## src/rtl/id_ex_stage_reg.sv

```systemverilog
// ID/EX pipeline register with load-use hazard detection, bubble insertion and branch squash.
// Define ID_EX_STALL_COUNT_EN to add the StallCount bubble counter output.
module id_ex_stage_reg #(
  parameter int unsigned DATA_WIDTH = 64,
  parameter logic [4:0]  ZERO_REG   = 5'd31
) (
  input  logic                  CLOCK,
  input  logic                  RESET_N,
  input  logic                  Flush,
  input  logic [4:0]            IF_ID_RegisterRn1,
  input  logic [4:0]            IF_ID_RegisterRm2,
  input  logic [4:0]            IF_ID_RegisterRd,
  input  logic [DATA_WIDTH-1:0] ID_ReadData1,
  input  logic [DATA_WIDTH-1:0] ID_ReadData2,
  input  logic [DATA_WIDTH-1:0] ID_SignExtImm,
  input  logic                  ID_RegWrite,
  input  logic                  ID_MemRead,
  input  logic                  ID_MemWrite,
  input  logic                  ID_MemtoReg,
  input  logic                  ID_ALUSrc,
  input  logic                  ID_Branch,
  input  logic [1:0]            ID_ALUOp,
  output logic [4:0]            ID_EX_RegisterRn1,
  output logic [4:0]            ID_EX_RegisterRm2,
  output logic [4:0]            ID_EX_RegisterRd,
  output logic [DATA_WIDTH-1:0] ID_EX_ReadData1,
  output logic [DATA_WIDTH-1:0] ID_EX_ReadData2,
  output logic [DATA_WIDTH-1:0] ID_EX_SignExtImm,
  output logic                  ID_EX_RegWrite,
  output logic                  ID_EX_MemRead,
  output logic                  ID_EX_MemWrite,
  output logic                  ID_EX_MemtoReg,
  output logic                  ID_EX_ALUSrc,
  output logic                  ID_EX_Branch,
  output logic [1:0]            ID_EX_ALUOp,
`ifdef ID_EX_STALL_COUNT_EN
  output logic [31:0]           StallCount,
`endif
  output logic                  PCWrite,
  output logic                  IF_ID_Write
);

  logic hazard;
  logic stall;
  logic load_bubble;

  assign hazard = ID_EX_MemRead && (ID_EX_RegisterRd != ZERO_REG) &&
                  ((ID_EX_RegisterRd == IF_ID_RegisterRn1) ||
                   (ID_EX_RegisterRd == IF_ID_RegisterRm2));

  // A flush discards IF/ID anyway, so it wins over the stall.
  assign stall       = hazard && !Flush;
  assign load_bubble = Flush || hazard;
  assign PCWrite     = !stall;
  assign IF_ID_Write = !stall;

  // Bubble specifiers point at XZR so forwarding and hazard compares never match.
  always_ff @(posedge CLOCK or negedge RESET_N) begin
    if (!RESET_N) begin
      ID_EX_RegisterRn1 <= ZERO_REG;
      ID_EX_RegisterRm2 <= ZERO_REG;
      ID_EX_RegisterRd  <= ZERO_REG;
      ID_EX_ReadData1   <= '0;
      ID_EX_ReadData2   <= '0;
      ID_EX_SignExtImm  <= '0;
      ID_EX_RegWrite    <= 1'b0;
      ID_EX_MemRead     <= 1'b0;
      ID_EX_MemWrite    <= 1'b0;
      ID_EX_MemtoReg    <= 1'b0;
      ID_EX_ALUSrc      <= 1'b0;
      ID_EX_Branch      <= 1'b0;
      ID_EX_ALUOp       <= 2'b00;
    end else if (load_bubble) begin
      ID_EX_RegisterRn1 <= ZERO_REG;
      ID_EX_RegisterRm2 <= ZERO_REG;
      ID_EX_RegisterRd  <= ZERO_REG;
      ID_EX_ReadData1   <= '0;
      ID_EX_ReadData2   <= '0;
      ID_EX_SignExtImm  <= '0;
      ID_EX_RegWrite    <= 1'b0;
      ID_EX_MemRead     <= 1'b0;
      ID_EX_MemWrite    <= 1'b0;
      ID_EX_MemtoReg    <= 1'b0;
      ID_EX_ALUSrc      <= 1'b0;
      ID_EX_Branch      <= 1'b0;
      ID_EX_ALUOp       <= 2'b00;
    end else begin
      ID_EX_RegisterRn1 <= IF_ID_RegisterRn1;
      ID_EX_RegisterRm2 <= IF_ID_RegisterRm2;
      ID_EX_RegisterRd  <= IF_ID_RegisterRd;
      ID_EX_ReadData1   <= ID_ReadData1;
      ID_EX_ReadData2   <= ID_ReadData2;
      ID_EX_SignExtImm  <= ID_SignExtImm;
      ID_EX_RegWrite    <= ID_RegWrite;
      ID_EX_MemRead     <= ID_MemRead;
      ID_EX_MemWrite    <= ID_MemWrite;
      ID_EX_MemtoReg    <= ID_MemtoReg;
      ID_EX_ALUSrc      <= ID_ALUSrc;
      ID_EX_Branch      <= ID_Branch;
      ID_EX_ALUOp       <= ID_ALUOp;
    end
  end

`ifdef ID_EX_STALL_COUNT_EN
  logic [31:0] stall_cnt;

  // Counts only hazard bubbles; wraps naturally at 32 bits.
  always_ff @(posedge CLOCK or negedge RESET_N) begin
    if (!RESET_N) begin
      stall_cnt <= '0;
    end else if (stall) begin
      stall_cnt <= stall_cnt + 32'd1;
    end
  end

  assign StallCount = stall_cnt;
`endif

endmodule

```

## config.mk

```make
export PLATFORM = sky130hd
export DESIGN_NAME = id_ex_stage_reg
export DESIGN_NICKNAME = d
export VERILOG_FILES = /design/src/rtl/id_ex_stage_reg.sv
export SDC_FILE = /design/constraint.sdc
export NUM_CORES = 1
export LEC_CHECK = 0
export ABC_AREA = 1
export CAP_MARGIN = 10
export CELL_PAD_IN_SITES_DETAIL_PLACEMENT = 1
export CELL_PAD_IN_SITES_GLOBAL_PLACEMENT = 1
export CORE_MARGIN = 5
export CORE_UTILIZATION = 25
export CTS_BUF_LIST = sky130_fd_sc_hd__clkbuf_4 sky130_fd_sc_hd__clkbuf_8
export DETAILED_ROUTE_END_ITERATION = 16
export PLACE_DENSITY = 0.75
export SLEW_MARGIN = 25
export SYNTH_ARGS = -nofsm -noshare
export SYNTH_HDL_FRONTEND = slang
export SYNTH_SLANG_ARGS = --single-unit
```

## constraint.sdc

```tcl
create_clock -name CLOCK -period 1.7 [get_ports CLOCK]
set_clock_uncertainty 0.2 [all_clocks]
set_input_delay 0.17 -clock CLOCK [delete_from_list [all_inputs] [get_ports CLOCK]]
set_output_delay 0.17 -clock CLOCK [all_outputs]
set_load 0.02 [all_outputs]
```

---- Yosys cells after proc, flatten, opt, wreduce, memory -nomap -nowiden ----
Cells that the tools add are included.
cells by class
  equality and inequality tests ........... 3
  muxes and demuxes ....................... 13
  reductions and logical operators ........ 7
operator list
  cell                                           count
  64-bit two-way mux                             3
  5-bit two-way mux                              3
  5-bit equality test                            2
  1-bit two-way mux                              6
  5-bit inequality test (second input constant)  1
  1-bit logical AND                              3
  1-bit logical NOT                              2
  1-bit logical OR                               2
  2-bit two-way mux                              1
word-level totals
  register bits after elaboration ......... 215
  input port bits ......................... 218
  output and inout port bits .............. 217

---- Longest topological paths before layout ----
  depth in word-level cells ............... 5
  mapped depth ............................ 11

---- Least setup slack after synthesis ----
Ideal clock, no wire load.
  path kind ............................... reg2reg
  start ................................... register ID_EX_RegisterRd[2]
  end ..................................... register ID_EX_ReadData2[36]
  setup time .............................. 116 ps
  data arrival time ....................... 1,510 ps
  required time ........................... 1,384 ps
  setup slack ............................. -126 ps
  cell stages (with the launch flop) ...... 12
  path buffers ............................ 2
  path through ............................ dfstp_2 > inv_2 > nand2_1 > nand2_1 > nor2_1 > nand3_1 > nand2_1 > nand2_2 > nand2_2 > buf_6 > buf_4 > nor2_1
on the way
  longest elaborated chain between the ends .. 5
  elaborated cells between the ends (all ways) .. 8
  those cells by class .................... eq/ne: 3; mux: 1; reduce/logical: 4
ends and longest elaborated chain
  item                                                   RTL line  RTL
  start, declared                                        25        output logic [4:0] ID_EX_RegisterRd,
  start signal, assigned                                 90        ID_EX_RegisterRd <= IF_ID_RegisterRd;
  5-bit inequality test, or another cell as far along    47        assign hazard = ID_EX_MemRead && (ID_EX_RegisterRd != ZERO_REG) &&
  1-bit logical AND or 1-bit logical OR (tied branches)  47, 48
  1-bit logical AND (*)                                  47
  1-bit logical OR (*)                                   53        assign load_bubble = Flush || hazard;
  64-bit two-way mux (*)                                 73        end else if (load_bubble) begin
  end signal, assigned                                   92        ID_EX_ReadData2 <= ID_ReadData2;
  end, declared                                          27        output logic [DATA_WIDTH-1:0] ID_EX_ReadData2,
Mark *: on every way between the ends. The rest lies on a longest branch, timed or not.

---- Worst setup path after layout ----
  start ................................... register ID_EX_RegisterRd[0]
  end ..................................... output PCWrite
on the way
  longest elaborated chain between the ends .. 5
  elaborated cells between the ends (all ways) .. 8
  those cells by class .................... eq/ne: 3; reduce/logical: 5
ends and longest elaborated chain
  item                                                   RTL line  RTL
  5-bit inequality test, or another cell as far along    47
  1-bit logical AND or 1-bit logical OR (tied branches)  47, 48
  1-bit logical AND (*)                                  47
  1-bit logical AND (*)                                  52        assign stall = hazard && !Flush;
  1-bit logical NOT (*)                                  54        assign PCWrite = !stall;
  end, declared                                          39        output logic PCWrite,
Marks and branches as above.

==> flow_metrics.tcl <==
set metrics [dict create \
    status "finished, violations left" \
    violations "setup timing" \
    busiest_layer "met2" \
    hpwl_um 20800 \
    drc_errors 0 \
    r2r_end "ID_EX_ReadData2[26]" \
    drive_above_1_share 0.266 \
    p_leak_nw 10.8 \
    place.gp.congestion 0.821 \
    fin_crit_sh 1.33 \
    place_ws_ns -0.447 \
    crit_fanout 5 \
    met1_usage 0.232 \
    worstPathArrival_ns 1.89 \
    cp_cell_sequence "nand2_1 > inv_1 > nor2_1 > nor2_1 > nand3_2 > nand2_4 > nand3_4 > buf_6" \
    first_pass_iters 4 \
    setup_viol 219 \
    fp.dieW_um 183 \
    synth_largest_area_cell "dfrtp_1" \
    areaGrowthSynthToFinish_pct 142 \
    synth.avg_cell_area_sq_um 10.6 \
    vias 7921 \
    synth_area_leaders "dfrtp_1 (67%), inv_1 (10%), nor2_1 (10%), dfstp_2 (5.3%), buf_6 (3.2%)" \
    postRouteAntennaNets 0 \
    syn-instance-count 707 \
    finalNonFillerCells 1854 \
    io_pins 435 \
    ys_ff_latch 215 \
    worst_slew_pin_slew_ns 0.525 \
    power.density_mw_per_mm2 802 \
    drt-total-wl_um 47200 \
    yosysTopAreaCellShare 0.669 \
    max-slew-margin-rel 0.650 \
    critPathLaunchType "register" \
    min_period_ns 2.26 \
    synth-adder-area-share 0 \
    synth_mux_area_frac 0 \
    antenna_found_initial 3 \
    synth-edff-count 0 \
    synth_fp_nets 925 \
    gr-total-overflow 0 \
    grt_max_degree 48 \
    rsz0062_at_grt "true" \
    report.final.slew_viol_count 0 \
    die_h_um 183 \
    wl_per_cell_um 25.5 \
    crit_type "reg2out" \
    cts.root.buffer_cell "clkbuf_8" \
    synth-xor-area-share 0.00234 \
    yosys-top-cells-count "inv_1 (208), nor2_1 (206), dfrtp_1 (200)" \
    yosysWarningCount 0 \
    setup_slack_ns -0.557 \
    reg2reg_slack_ns -0.55 \
    synth_cell_types 17 \
    cts_tree "yes" \
    maxCapViolCount 0 \
    cp.required_ns 1.33 \
    netlist_area_sq_mm 0.00748 \
    rows 63 \
    post-place-cells 1529 \
    vias_per_cell 4.27 \
    cpMaxStageDelayCell "dfstp_2" \
    cts_buffers 39 \
    grt_pass1_wl_um 56400 \
    io_buffers 434 \
    use_met2 0.428 \
    synth_compound_area_frac 0.00100 \
    cpMostUsedCell "nor2_1" \
    hold_viol_final 0 \
    htree_levels 2 \
    cts_sinks 215 \
    met3_usage 0.0672 \
    clk_latency_ns 0.53 \
    r2r_start "ID_EX_RegisterRd[3]" \
    initial_core_util 0.253 \
    irDropWorstVdd_uv 622 \
    drtIter0Drc 300 \
    cts.reportedPaths.clkPinSlew_ns 0.06 \
    crit_start "ID_EX_RegisterRd[0]" \
    async_flop_share 1.00 \
    hold_class "in2reg" \
    fmax_ghz 0.443 \
    finalSetupTns_ns -93.07 \
    end_kind "output pin" \
    synth_most_common_cell "inv_1" \
    ctsLongestPathBuffers 3 \
    synthSimpleGateAreaFrac 0.132 \
    nets 1651 \
    fp.dieArea_sq_mm 0.0335 \
    grt_pass1_vias 9065 \
    final_util 0.612 \
    seq_area_frac_synth 0.722 \
    synth_top_family_by_area "buffers and inverters" \
    gr-usage-all-layers 0.221 \
    power_mw 14.5 \
    synth_top_flop_cell "dfrtp_1" \
    reg2regPathDepth 9 \
    critPathMaxStageDelay_ns 0.60 \
    endpoint "PCWrite" \
    core_sq_mm 0.0296 \
]
state kept, by name, indices dropped and copies added (netlist names), 2 cells and up:
signal / flops
ID_EX_ALUOp: 2
ID_EX_RegisterRn1: 5
ID_EX_ReadData2: 64
ID_EX_SignExtImm: 64
ID_EX_RegisterRd: 5
ID_EX_RegisterRm2: 5
ID_EX_ReadData1: 64
metrics by stage:
step | cell area [sq um] | hold WS, ns
after detailed placement | 12300 | -0.0711
after CTS | 15700 | 0.00620
after floorplan | 7480 | -0.326
after global routing | 18100 | 0.0369
after global placement | 12300 | -0.0774
final | 18100 | 0.0733
worst max-delay path: cells and delay by family, from the launching register on:
kind | cells | cell delay [ns]
buffers and inverters | 2 | 0.22
AND/OR/NAND/NOR | 6 | 0.54
flip-flops | 1 | 0.60
per-layer routing:
| layer | vias up | wire [um] |
|---|---|---|
| met3 | 103 | 3560 |
| met5 | - | 0 |
| li1 | 3411 | - |
| met2 | 419 | 25300 |
| met4 | 0 | 1720 |
| met1 | 3988 | 16600 |
cell usage in the layout (no fill, tap or decap), drive strengths merged:
| cell | count |
|---|---|
| buf | 74 |
| clkinv | 4 |
| dlygate4sd3 | 204 |
| bufinv | 2 |
| nand3 | 10 |
| diode | 3 |
| nand4 | 1 |
| clkinvlp | 3 |
| clkbuf | 71 |
| nand2 | 30 |
| dlymetal6s2s | 190 |
| dlygate4sd2 | 9 |
| clkdlybuf4s15 | 2 |
| nor2 | 206 |
| xnor2 | 2 |
| clkdlybuf4s50 | 216 |
| dfrtp | 200 |
| dfstp | 15 |
| nand3b | 8 |
| o21a | 1 |
| inv | 213 |
worst min path at each step:
stage / from / slack (ns) / cells past startpoint / end
3_5_place_dp: RESET_N / -0.07 / 1 / ID_EX_RegWrite
3_3_place_gp: RESET_N / -0.08 / 1 / ID_EX_RegWrite
2_1_floorplan: RESET_N / -0.33 / 0 / ID_EX_ALUOp[0]
4_1_cts: IF_ID_RegisterRm2[2] / 0.006 / 3 / ID_EX_RegisterRm2[2]
6_report: ID_ReadData1[7] / 0.07 / 3 / ID_EX_ReadData1[7]
5_1_grt: IF_ID_RegisterRn1[4] / 0.04 / 2 / ID_EX_RegisterRn1[4]
what timing repair did:
item	CTS	global route
setup endpoints to repair	432	413
pin swaps	7	13
resized for setup	149	568
setup buffers	10	15
hold endpoints to repair	417	0
hold buffers	204	0
cloned	11	19
power breakdown:
group / switching, mW / internal, mW / total, mW
combinational: 1.65 / 1.68 / 3.32
clock: 2.47 / 3.17 / 5.63
sequential: 0.131 / 5.41 / 5.54
kinds of logic (layout without fill, tap and decap cells):
family                    Yosys count  after routing
AOI/OAI and AO/OA                   1              1
buffers and inverters             239            988
DFF                               215            215
and+or+nand+nor                   250            255
other                               0              3
xor gates and xnor gates            2              2
layout make-up:
class / instances / area, sq um
Clock buffer: 61 / 764
Tap cell: 390 / 488
Multi-Input combinational cell: 258 / 2510
Antenna cell: 3 / 7.51
Sequential cell: 215 / 5400
Timing Repair Buffer: 705 / 8010
Clock inverter: 8 / 97.6
Fill cell: 2872 / 11500
Inverter: 214 / 803
Note: power is estimated with default switching activity, not from simulation.
